**src/rtl/trace_pkg.sv**
```systemverilog
// rtl/trace_pkg.sv - trace record layout, watch kinds and width helpers
// Optional macro TRACE_TIMESTAMP_EN appends a 32-bit cycle stamp as the record MSB field.
package trace_pkg;

  localparam logic [1:0] WK_PC  = 2'd0;
  localparam logic [1:0] WK_REG = 2'd1;
  localparam logic [1:0] WK_MEM = 2'd2;

  localparam int FLAG_RF  = 0;
  localparam int FLAG_MEM = 1;
  localparam int FLAGS_W  = 2;

`ifdef TRACE_TIMESTAMP_EN
  localparam int TS_W = 32;
`else
  localparam int TS_W = 0;
`endif

  // Record, LSB first: data, addr, pc, hit_any, flags[1:0] {mem_we, rf_we}, [timestamp]
  function automatic int off_addr(input int dw);
    return dw;
  endfunction

  function automatic int off_pc(input int aw, input int dw);
    return dw + aw;
  endfunction

  function automatic int off_hit(input int aw, input int dw);
    return dw + 2 * aw;
  endfunction

  function automatic int off_flags(input int aw, input int dw);
    return dw + 2 * aw + 1;
  endfunction

  function automatic int off_ts(input int aw, input int dw);
    return dw + 2 * aw + 1 + FLAGS_W;
  endfunction

  function automatic int rec_w(input int aw, input int dw);
    return off_ts(aw, dw) + TS_W;
  endfunction

endpackage

```
**src/rtl/trace_fifo.sv**
```systemverilog
// rtl/trace_fifo.sv - synchronous FIFO with extra-MSB wrap pointers
// Output reads as zero while empty; a write into an empty FIFO shows up on the next cycle.
module trace_fifo #(
  parameter int DEPTH = 16,
  parameter int WIDTH = 8
) (
  input  logic             clk,
  input  logic             rst,
  input  logic             push_i,
  input  logic             pop_i,
  input  logic [WIDTH-1:0] data_i,
  output logic [WIDTH-1:0] data_o,
  output logic             full_o,
  output logic             empty_o
);

  localparam int AW = $clog2(DEPTH);
  localparam logic [AW:0] PTR_ONE = 1;

  logic [AW:0]      wr_q, wr_d, rd_q, rd_d;
  logic [WIDTH-1:0] mem_q [DEPTH];
  logic             do_rd, do_wr;

  assign empty_o = (wr_q == rd_q);
  assign full_o  = (wr_q[AW] != rd_q[AW]) && (wr_q[AW-1:0] == rd_q[AW-1:0]);
  assign do_rd   = pop_i && !empty_o;
  // A pop in the same cycle frees the slot, so a full FIFO still accepts the push.
  assign do_wr   = push_i && (!full_o || do_rd);
  assign data_o  = empty_o ? '0 : mem_q[rd_q[AW-1:0]];

  always_comb begin
    wr_d = wr_q;
    rd_d = rd_q;
    if (do_wr) wr_d = wr_q + PTR_ONE;
    if (do_rd) rd_d = rd_q + PTR_ONE;
  end

  always_ff @(posedge clk or negedge rst) begin
    if (!rst) begin
      wr_q <= '0;
      rd_q <= '0;
    end else begin
      wr_q <= wr_d;
      rd_q <= rd_d;
    end
  end

  always_ff @(posedge clk) begin
    if (do_wr) mem_q[wr_q[AW-1:0]] <= data_i;
  end

endmodule

```
**src/rtl/trace_monitor.sv**
```systemverilog
// rtl/trace_monitor.sv - commit trace capture, watchpoints and halt request for the MIPS retire point
// Optional macro TRACE_TIMESTAMP_EN stamps each record with a free-running cycle count.
module trace_monitor
  import trace_pkg::*;
#(
  parameter  int NUM_WATCH = 4,
  parameter  int DEPTH     = 16,
  parameter  int ADDR_W    = 32,
  parameter  int DATA_W    = 32,
  parameter  int OVF_W     = 16,
  localparam int IDX_W     = (NUM_WATCH > 1) ? $clog2(NUM_WATCH) : 1,
  localparam int REC_W     = rec_w(ADDR_W, DATA_W)
) (
  input  logic                 clk,
  input  logic                 rst,
  input  logic                 commit_valid,
  input  logic [ADDR_W-1:0]    commit_pc,
  input  logic                 rf_we,
  input  logic [4:0]           rf_waddr,
  input  logic [DATA_W-1:0]    rf_wdata,
  input  logic                 mem_we,
  input  logic [ADDR_W-1:0]    mem_addr,
  input  logic [DATA_W-1:0]    mem_wdata,
  input  logic                 mode_all,
  input  logic                 cfg_we,
  input  logic [IDX_W-1:0]     cfg_idx,
  input  logic                 cfg_en,
  input  logic                 cfg_stop,
  input  logic [1:0]           cfg_kind,
  input  logic [ADDR_W-1:0]    cfg_addr,
  input  logic [ADDR_W-1:0]    cfg_mask,
  output logic                 out_valid,
  input  logic                 out_ready,
  output logic [REC_W-1:0]     out_rec,
  output logic                 halt_req,
  input  logic                 halt_clr,
  output logic [NUM_WATCH-1:0] hit_vec,
  output logic [OVF_W-1:0]     ovf_cnt,
  output logic                 proto_err
);

  localparam int O_ADDR  = off_addr(DATA_W);
  localparam int O_PC    = off_pc(ADDR_W, DATA_W);
  localparam int O_HIT   = off_hit(ADDR_W, DATA_W);
  localparam int O_FLAGS = off_flags(ADDR_W, DATA_W);

  logic [NUM_WATCH-1:0] en_q, stop_q;
  logic [1:0]           kind_q [NUM_WATCH];
  logic [ADDR_W-1:0]    addr_q [NUM_WATCH];
  logic [ADDR_W-1:0]    mask_q [NUM_WATCH];

  logic [NUM_WATCH-1:0] hit, hit_vec_q, hit_vec_d;
  logic                 halt_q, halt_d, proto_q, proto_d;
  logic [OVF_W-1:0]     ovf_q, ovf_d;
  logic [REC_W-1:0]     rec;
  logic                 hit_any, push, pop, full, empty;

  // Config registers update at the edge, so a concurrent commit still sees the old setup.
  always_ff @(posedge clk or negedge rst) begin
    if (!rst) begin
      en_q   <= '0;
      stop_q <= '0;
      for (int i = 0; i < NUM_WATCH; i++) begin
        kind_q[i] <= WK_PC;
        addr_q[i] <= '0;
        mask_q[i] <= '0;
      end
    end else if (cfg_we) begin
      for (int i = 0; i < NUM_WATCH; i++) begin
        if (cfg_idx == IDX_W'(i)) begin
          en_q[i]   <= cfg_en;
          stop_q[i] <= cfg_stop;
          kind_q[i] <= cfg_kind;
          addr_q[i] <= cfg_addr;
          mask_q[i] <= cfg_mask;
        end
      end
    end
  end

  always_comb begin
    hit = '0;
    for (int i = 0; i < NUM_WATCH; i++) begin
      case (kind_q[i])
        WK_PC:   hit[i] = (((commit_pc ^ addr_q[i]) & mask_q[i]) == '0);
        WK_REG:  hit[i] = rf_we && (((rf_waddr ^ addr_q[i][4:0]) & mask_q[i][4:0]) == 5'd0);
        WK_MEM:  hit[i] = mem_we && (((mem_addr ^ addr_q[i]) & mask_q[i]) == '0);
        default: hit[i] = 1'b0;
      endcase
      hit[i] = hit[i] && en_q[i] && commit_valid;
    end
  end

  assign hit_any = |hit;
  assign push    = commit_valid && (mode_all || hit_any);
  assign pop     = out_valid && out_ready;

`ifdef TRACE_TIMESTAMP_EN
  localparam int O_TS = off_ts(ADDR_W, DATA_W);
  logic [31:0] ts_q;

  always_ff @(posedge clk or negedge rst) begin
    if (!rst) ts_q <= '0;
    else      ts_q <= ts_q + 32'd1;
  end
`endif

  // Store fields take precedence when both write ports fire.
  always_comb begin
    rec = '0;
    rec[O_FLAGS + FLAG_RF]  = rf_we;
    rec[O_FLAGS + FLAG_MEM] = mem_we;
    rec[O_HIT]              = hit_any;
    rec[O_PC +: ADDR_W]     = commit_pc;
    if (mem_we) begin
      rec[O_ADDR +: ADDR_W] = mem_addr;
      rec[0 +: DATA_W]      = mem_wdata;
    end else if (rf_we) begin
      rec[O_ADDR +: ADDR_W] = ADDR_W'(rf_waddr);
      rec[0 +: DATA_W]      = rf_wdata;
    end
`ifdef TRACE_TIMESTAMP_EN
    rec[O_TS +: 32] = ts_q;
`endif
  end

  always_comb begin
    hit_vec_d = commit_valid ? hit : hit_vec_q;
    halt_d    = (halt_q && !halt_clr) || |(hit & stop_q);
    proto_d   = proto_q || (commit_valid && rf_we && mem_we);
    ovf_d     = ovf_q;
    if (push && full && !pop && (ovf_q != '1)) ovf_d = ovf_q + OVF_W'(1);
  end

  always_ff @(posedge clk or negedge rst) begin
    if (!rst) begin
      hit_vec_q <= '0;
      halt_q    <= 1'b0;
      proto_q   <= 1'b0;
      ovf_q     <= '0;
    end else begin
      hit_vec_q <= hit_vec_d;
      halt_q    <= halt_d;
      proto_q   <= proto_d;
      ovf_q     <= ovf_d;
    end
  end

  trace_fifo #(.DEPTH(DEPTH), .WIDTH(REC_W)) u_fifo (
    .clk     (clk),
    .rst     (rst),
    .push_i  (push),
    .pop_i   (pop),
    .data_i  (rec),
    .data_o  (out_rec),
    .full_o  (full),
    .empty_o (empty)
  );

  assign out_valid = !empty;
  assign hit_vec   = hit_vec_q;
  assign halt_req  = halt_q;
  assign proto_err = proto_q;
  assign ovf_cnt   = ovf_q;

endmodule

```
**config.mk**
```make
export PLATFORM = sky130hd
export DESIGN_NAME = trace_monitor
export DESIGN_NICKNAME = d
export VERILOG_FILES = /design/src/rtl/trace_pkg.sv /design/src/rtl/trace_fifo.sv /design/src/rtl/trace_monitor.sv
export SDC_FILE = /design/constraint.sdc
export NUM_CORES = 2
export LEC_CHECK = 0
export CAP_MARGIN = 20
export CORE_MARGIN = 3
export CORE_UTILIZATION = 43
export CTS_BUF_LIST = sky130_fd_sc_hd__clkbuf_4
export CTS_CLUSTER_DIAMETER = 80
export DETAILED_ROUTE_END_ITERATION = 10
export PLACE_DENSITY_LB_ADDON = 0.1
export SLEW_MARGIN = 20
export SYNTH_ARGS = -nofsm -noshare
export SYNTH_HDL_FRONTEND = slang
export SYNTH_HIERARCHICAL = 1
export SYNTH_SLANG_ARGS = --single-unit
```
**constraint.sdc**
```tcl
create_clock -name clk -period 19.3 [get_ports clk]
set_input_delay 3.86 -clock clk [delete_from_list [all_inputs] [get_ports clk]]
set_output_delay 3.86 -clock clk [all_outputs]
set_load 0.02 [all_outputs]
```
==> load_flow_metrics.sql <==
INSERT INTO impl_metrics (metric_group, metric, value, unit) VALUES
('run_status', 'status', 'completed', ''),
('placed_design', 'placed_area', '81700', 'sq um'),
('final_layout', 'layout.cells.most_common', 'sky130_fd_sc_hd__edfxtp_1', ''),
('setup_path', 'timing.critical_path.from_type', 'flip-flop', ''),
('die', 'die_width', '425', 'um'),
('synth', 'netlist_top_cells_area', 'sky130_fd_sc_hd__edfxtp_1, sky130_fd_sc_hd__mux4_2, sky130_fd_sc_hd__dfrtp_1, sky130_fd_sc_hd__mux2_2, sky130_fd_sc_hd__xor2_1', ''),
('detailed_routing', 'via_per_inst', '5.76', ''),
('grt', 'grt_util_all_layers', '0.242', ''),
('synth', 'async_reset_ff_frac', '0.161', ''),
('die', 'fp.dieArea', '181000', 'sq um'),
('grt', 'grt_start_max_net_pins', '103', ''),
('setup_path', 'critPathCaptureType', 'output pin', ''),
('grt', 'grt_first_pass_wirelength', '313000', 'um'),
('placed_design', 'pre_cts_ws', '8860', 'ps'),
('sta', 'finalMaxSlewViolations', '0', ''),
('die', 'fp.coreArea', '174000', 'sq um'),
('placed_design', 'hpwl', '129000', 'um'),
('sta', 'timing_worst_slew_pin_value', '1130', 'ps'),
('grt', 'grt_antenna_before_repair', '28', ''),
('detailed_routing', 'postRouteAntennaNets', '0', ''),
('sta', 'timing.final.ws_setup', '9290', 'ps'),
('synth', 'seq_area_frac_synth', '0.729', ''),
('synth', 'postSynthRegisterBits', '1888', ''),
('detailed_routing', 'drtIter0Drc', '3494', ''),
('synth', 'yosysTopAreaCellShare', '0.629', ''),
('grt', 'number_of_global_route_vias_before_repair', '43401', ''),
('pwr', 'leakage', '30.2', 'nW'),
('synth', 'post_synth_inst_count', '3780', ''),
('clocking', 'cts_tree', 'built', ''),
('synth', 'synthesis.area_per_instance', '20.0', 'sq um'),
('sta', 'setup-violations-final', '0', ''),
('clocking', 'cts_buffer_depth', '4', ''),
('final_layout', 'layout-drive-gt1-share', '0.331', ''),
('die', 'top_ports', '334', ''),
('detailed_routing', 'drt_pass1_iterations', '6', ''),
('detailed_routing', 'post_route_drc_violation_count', '0', ''),
('detailed_routing', 'route.detailed.wl_per_inst', '30.6', 'um'),
('sta', 'clock_period_minus_final_worst_setup_slack', '10010', 'ps'),
('setup_path', 'timing.critical_path.required', '15440', 'ps'),
('placed_design', 'gpl.final_weighted_congestion', '0.981', ''),
('synth', 'yosys_warnings', '6', ''),
('sta', 'timing_hold_violations_final', '0', ''),
('setup_path', 'crit_path_arrival_time', '6150', 'ps'),
('sta', 'clock_skew', '103', 'ps'),
('sta', 'setup_repair_after_global_routing_missed_its_margin', 'false', ''),
('worst_hold_path', 'hold_class', 'reg -> reg', ''),
('clocking', 'holdBufCountCts', '0', ''),
('pwr', 'vdd_drop_max', '0.0902', 'mV'),
('synth', 'synthDistinctLibCells', '47', ''),
('pwr', 'power-per-cell-area', '140', 'nW/um^2'),
('setup_path', 'critPathKind', 'reg -> out', ''),
('die', 'die_y', '425', 'um'),
('sta', 'final.hold.worst_slack', '493', 'ps'),
('sta', 'totalNegativeSetupSlack', '0', 'ps'),
('synth', 'synth_top_area_cell', 'sky130_fd_sc_hd__edfxtp_1', ''),
('synth', 'mappedNetlistArea', '75700', 'sq um'),
('grt', 'total_global_routing_overflow', '0', ''),
('placed_design', 'portBuffers', '333', ''),
('clocking', 'clockRootBuffer', 'sky130_fd_sc_hd__clkbuf_4', ''),
('synth', 'mappedNetlistNets', '3998', ''),
('sta', 'maxSlewHeadroom', '0.245', ''),
('clocking', 'cts_inserted_buffers', '530', ''),
('setup_path', 'highest_net_fanout_along_the_worst_path', '41', ''),
('clocking', 'worst_skew_pair.late_latency', '1290', 'ps'),
('final_layout', 'flow.area_growth_from_synthesis', '16.3', '%'),
('sta', 'maxClockFrequency', '99.9', 'MHz'),
('clocking', 'clock_sinks', '1888', ''),
('detailed_routing', 'routed-via-count', '41255', ''),
('clocking', 'path_clk_slew', '70', 'ps'),
('detailed_routing', 'total_wire_length', '219000', 'um'),
('job', 'max_cap_viol_count', '0', ''),
('die', 'starting_density_of_the_core', '0.434', ''),
('sta', 'timing.final.crit_share', '0.519', ''),
('clocking', 'cts_max_level', '6', ''),
('final_layout', 'fin_nets', '4725', ''),
('die', 'placement_row_count', '153', ''),
('synth', 'synth_enable_flop_cells', '1584', ''),
('clocking', 'post_cts_resized', '0', ''),
('synth', 'synthFlopType', 'sky130_fd_sc_hd__edfxtp_1', ''),
('clocking', 'post_cts.repair.setup_buffers', '0', ''),
('final_layout', 'final_cell_mix', 'sky130_fd_sc_hd__edfxtp_1, sky130_fd_sc_hd__clkbuf_4, sky130_fd_sc_hd__mux4_2', ''),
('final_layout', 'final_cell_area', '88000', 'sq um');
## stage by stage
| stage | total power [W] | instances | util |
|---|---|---|---|
| final | 0.0123 | 7159 | 0.505 |
| after floorplan | 0.00734 | 3780 | - |
| after CTS | 0.0125 | 7150 | 0.505 |
| after detailed placement | 0.00894 | 6300 | 0.468 |
| after global routing | 0.0129 | 7157 | 0.505 |
| after global placement | 0.00893 | 6299 | 0.468 |
## worst max-delay path, cell delays in order, from the launching register on
cell	delay (ps)
sky130_fd_sc_hd__dfrtp_4	950
sky130_fd_sc_hd__buf_4	760
sky130_fd_sc_hd__buf_4	800
sky130_fd_sc_hd__buf_4	620
sky130_fd_sc_hd__mux4_2	580
sky130_fd_sc_hd__a22oi_1	200
sky130_fd_sc_hd__a21oi_1	210
sky130_fd_sc_hd__clkdlybuf4s50_1	630
## sequential cells by signal (all words and copies together), names as in the netlist, 4 cells and up
name,flops
stop_q,4
hit_vec,4
u_fifo/mem_q,1584
kind_q,8
mask_q,128
en_q,4
u_fifo/rd_q,5
u_fifo/wr_q,5
ovf_cnt,16
addr_q,128
## Yosys cell counts (all sizes together), types with 2 or more instances
cell	number
ha	6
a21oi	106
a221oi	7
nand2	27
nand3	22
a22o	43
dfrtp	304
mux2	275
and2	29
or3	2
nor4	10
nand4	33
edfxtp	1584
a21o	3
nand3b	4
a211oi	2
buf	125
inv	8
a22oi	306
and3	22
nor3b	2
mux4	396
nor3	13
nor2b	12
xnor2	9
or4	3
clkbuf	103
xor2	295
nor2	9
o21ai	4
a222oi	6
a2111oi	2
## power breakdown
| group | internal [W] | leakage, nW | total [W] | switching, W |
|---|---|---|---|---|
| registers | 0.00474 | 18.0 | 0.00500 | 0.000259 |
| clock network | 0.00192 | 3.83 | 0.00354 | 0.00162 |
| logic | 0.00164 | 8.30 | 0.00379 | 0.00214 |
| total | 0.00831 | 30.2 | 0.0123 | 0.00402 |
## cell type report
cell class              instances  area [sq um]
flip-flops and latches       1888         55200
well taps                    2325          2910
clock buffers                 767          5760
fillers                     14513         86400
repair buffers                423          4080
diodes                          9          22.5
inverters                       8          30.0
clock inverters                83           571
multi-input cells            1656         19500
## layer usage
metal,global-route usage,routed length [um]
met5,0,17
met4,0.0958,7140
met3,0.0479,12600
met2,0.389,108000
met1,0.326,91400
## logic make-up (layout without fill, tap and decap cells)
family	after synthesis	in the layout	share of synthesized area
flops	1888	1888	0.729
mux	671	671	0.159
compound gates	484	484	0.0457
xor+xnor	304	304	0.0352
buf+inv	236	1281	0.0156
simple gates	191	191	0.0145
fa+ha+maj	6	6	0.000992
other cells	0	9	0
## final timing paths
kind,end,startpoint,slack [ps],cells past startpoint
max in group asynchronous,addr_q[91]$_DFFE_PN0P_,rst,14210,3
worst max register to register,u_fifo/mem_q[10][59]$_DFFE_PP_,addr_q[22]$_DFFE_PN0P_,13040,13
worst max-delay path,out_rec[79],u_fifo/rd_q[0]$_DFFE_PN0P_,9290,7
worst min register to register,ovf_cnt[8]$_DFFE_PN0P_,ovf_cnt[8]$_DFFE_PN0P_,490,1
worst min-delay path,ovf_cnt[8]$_DFFE_PN0P_,ovf_cnt[8]$_DFFE_PN0P_,490,1
min in group asynchronous,stop_q[3]$_DFFE_PN0P_,rst,2620,1
(Power assumes the default switching activity.)
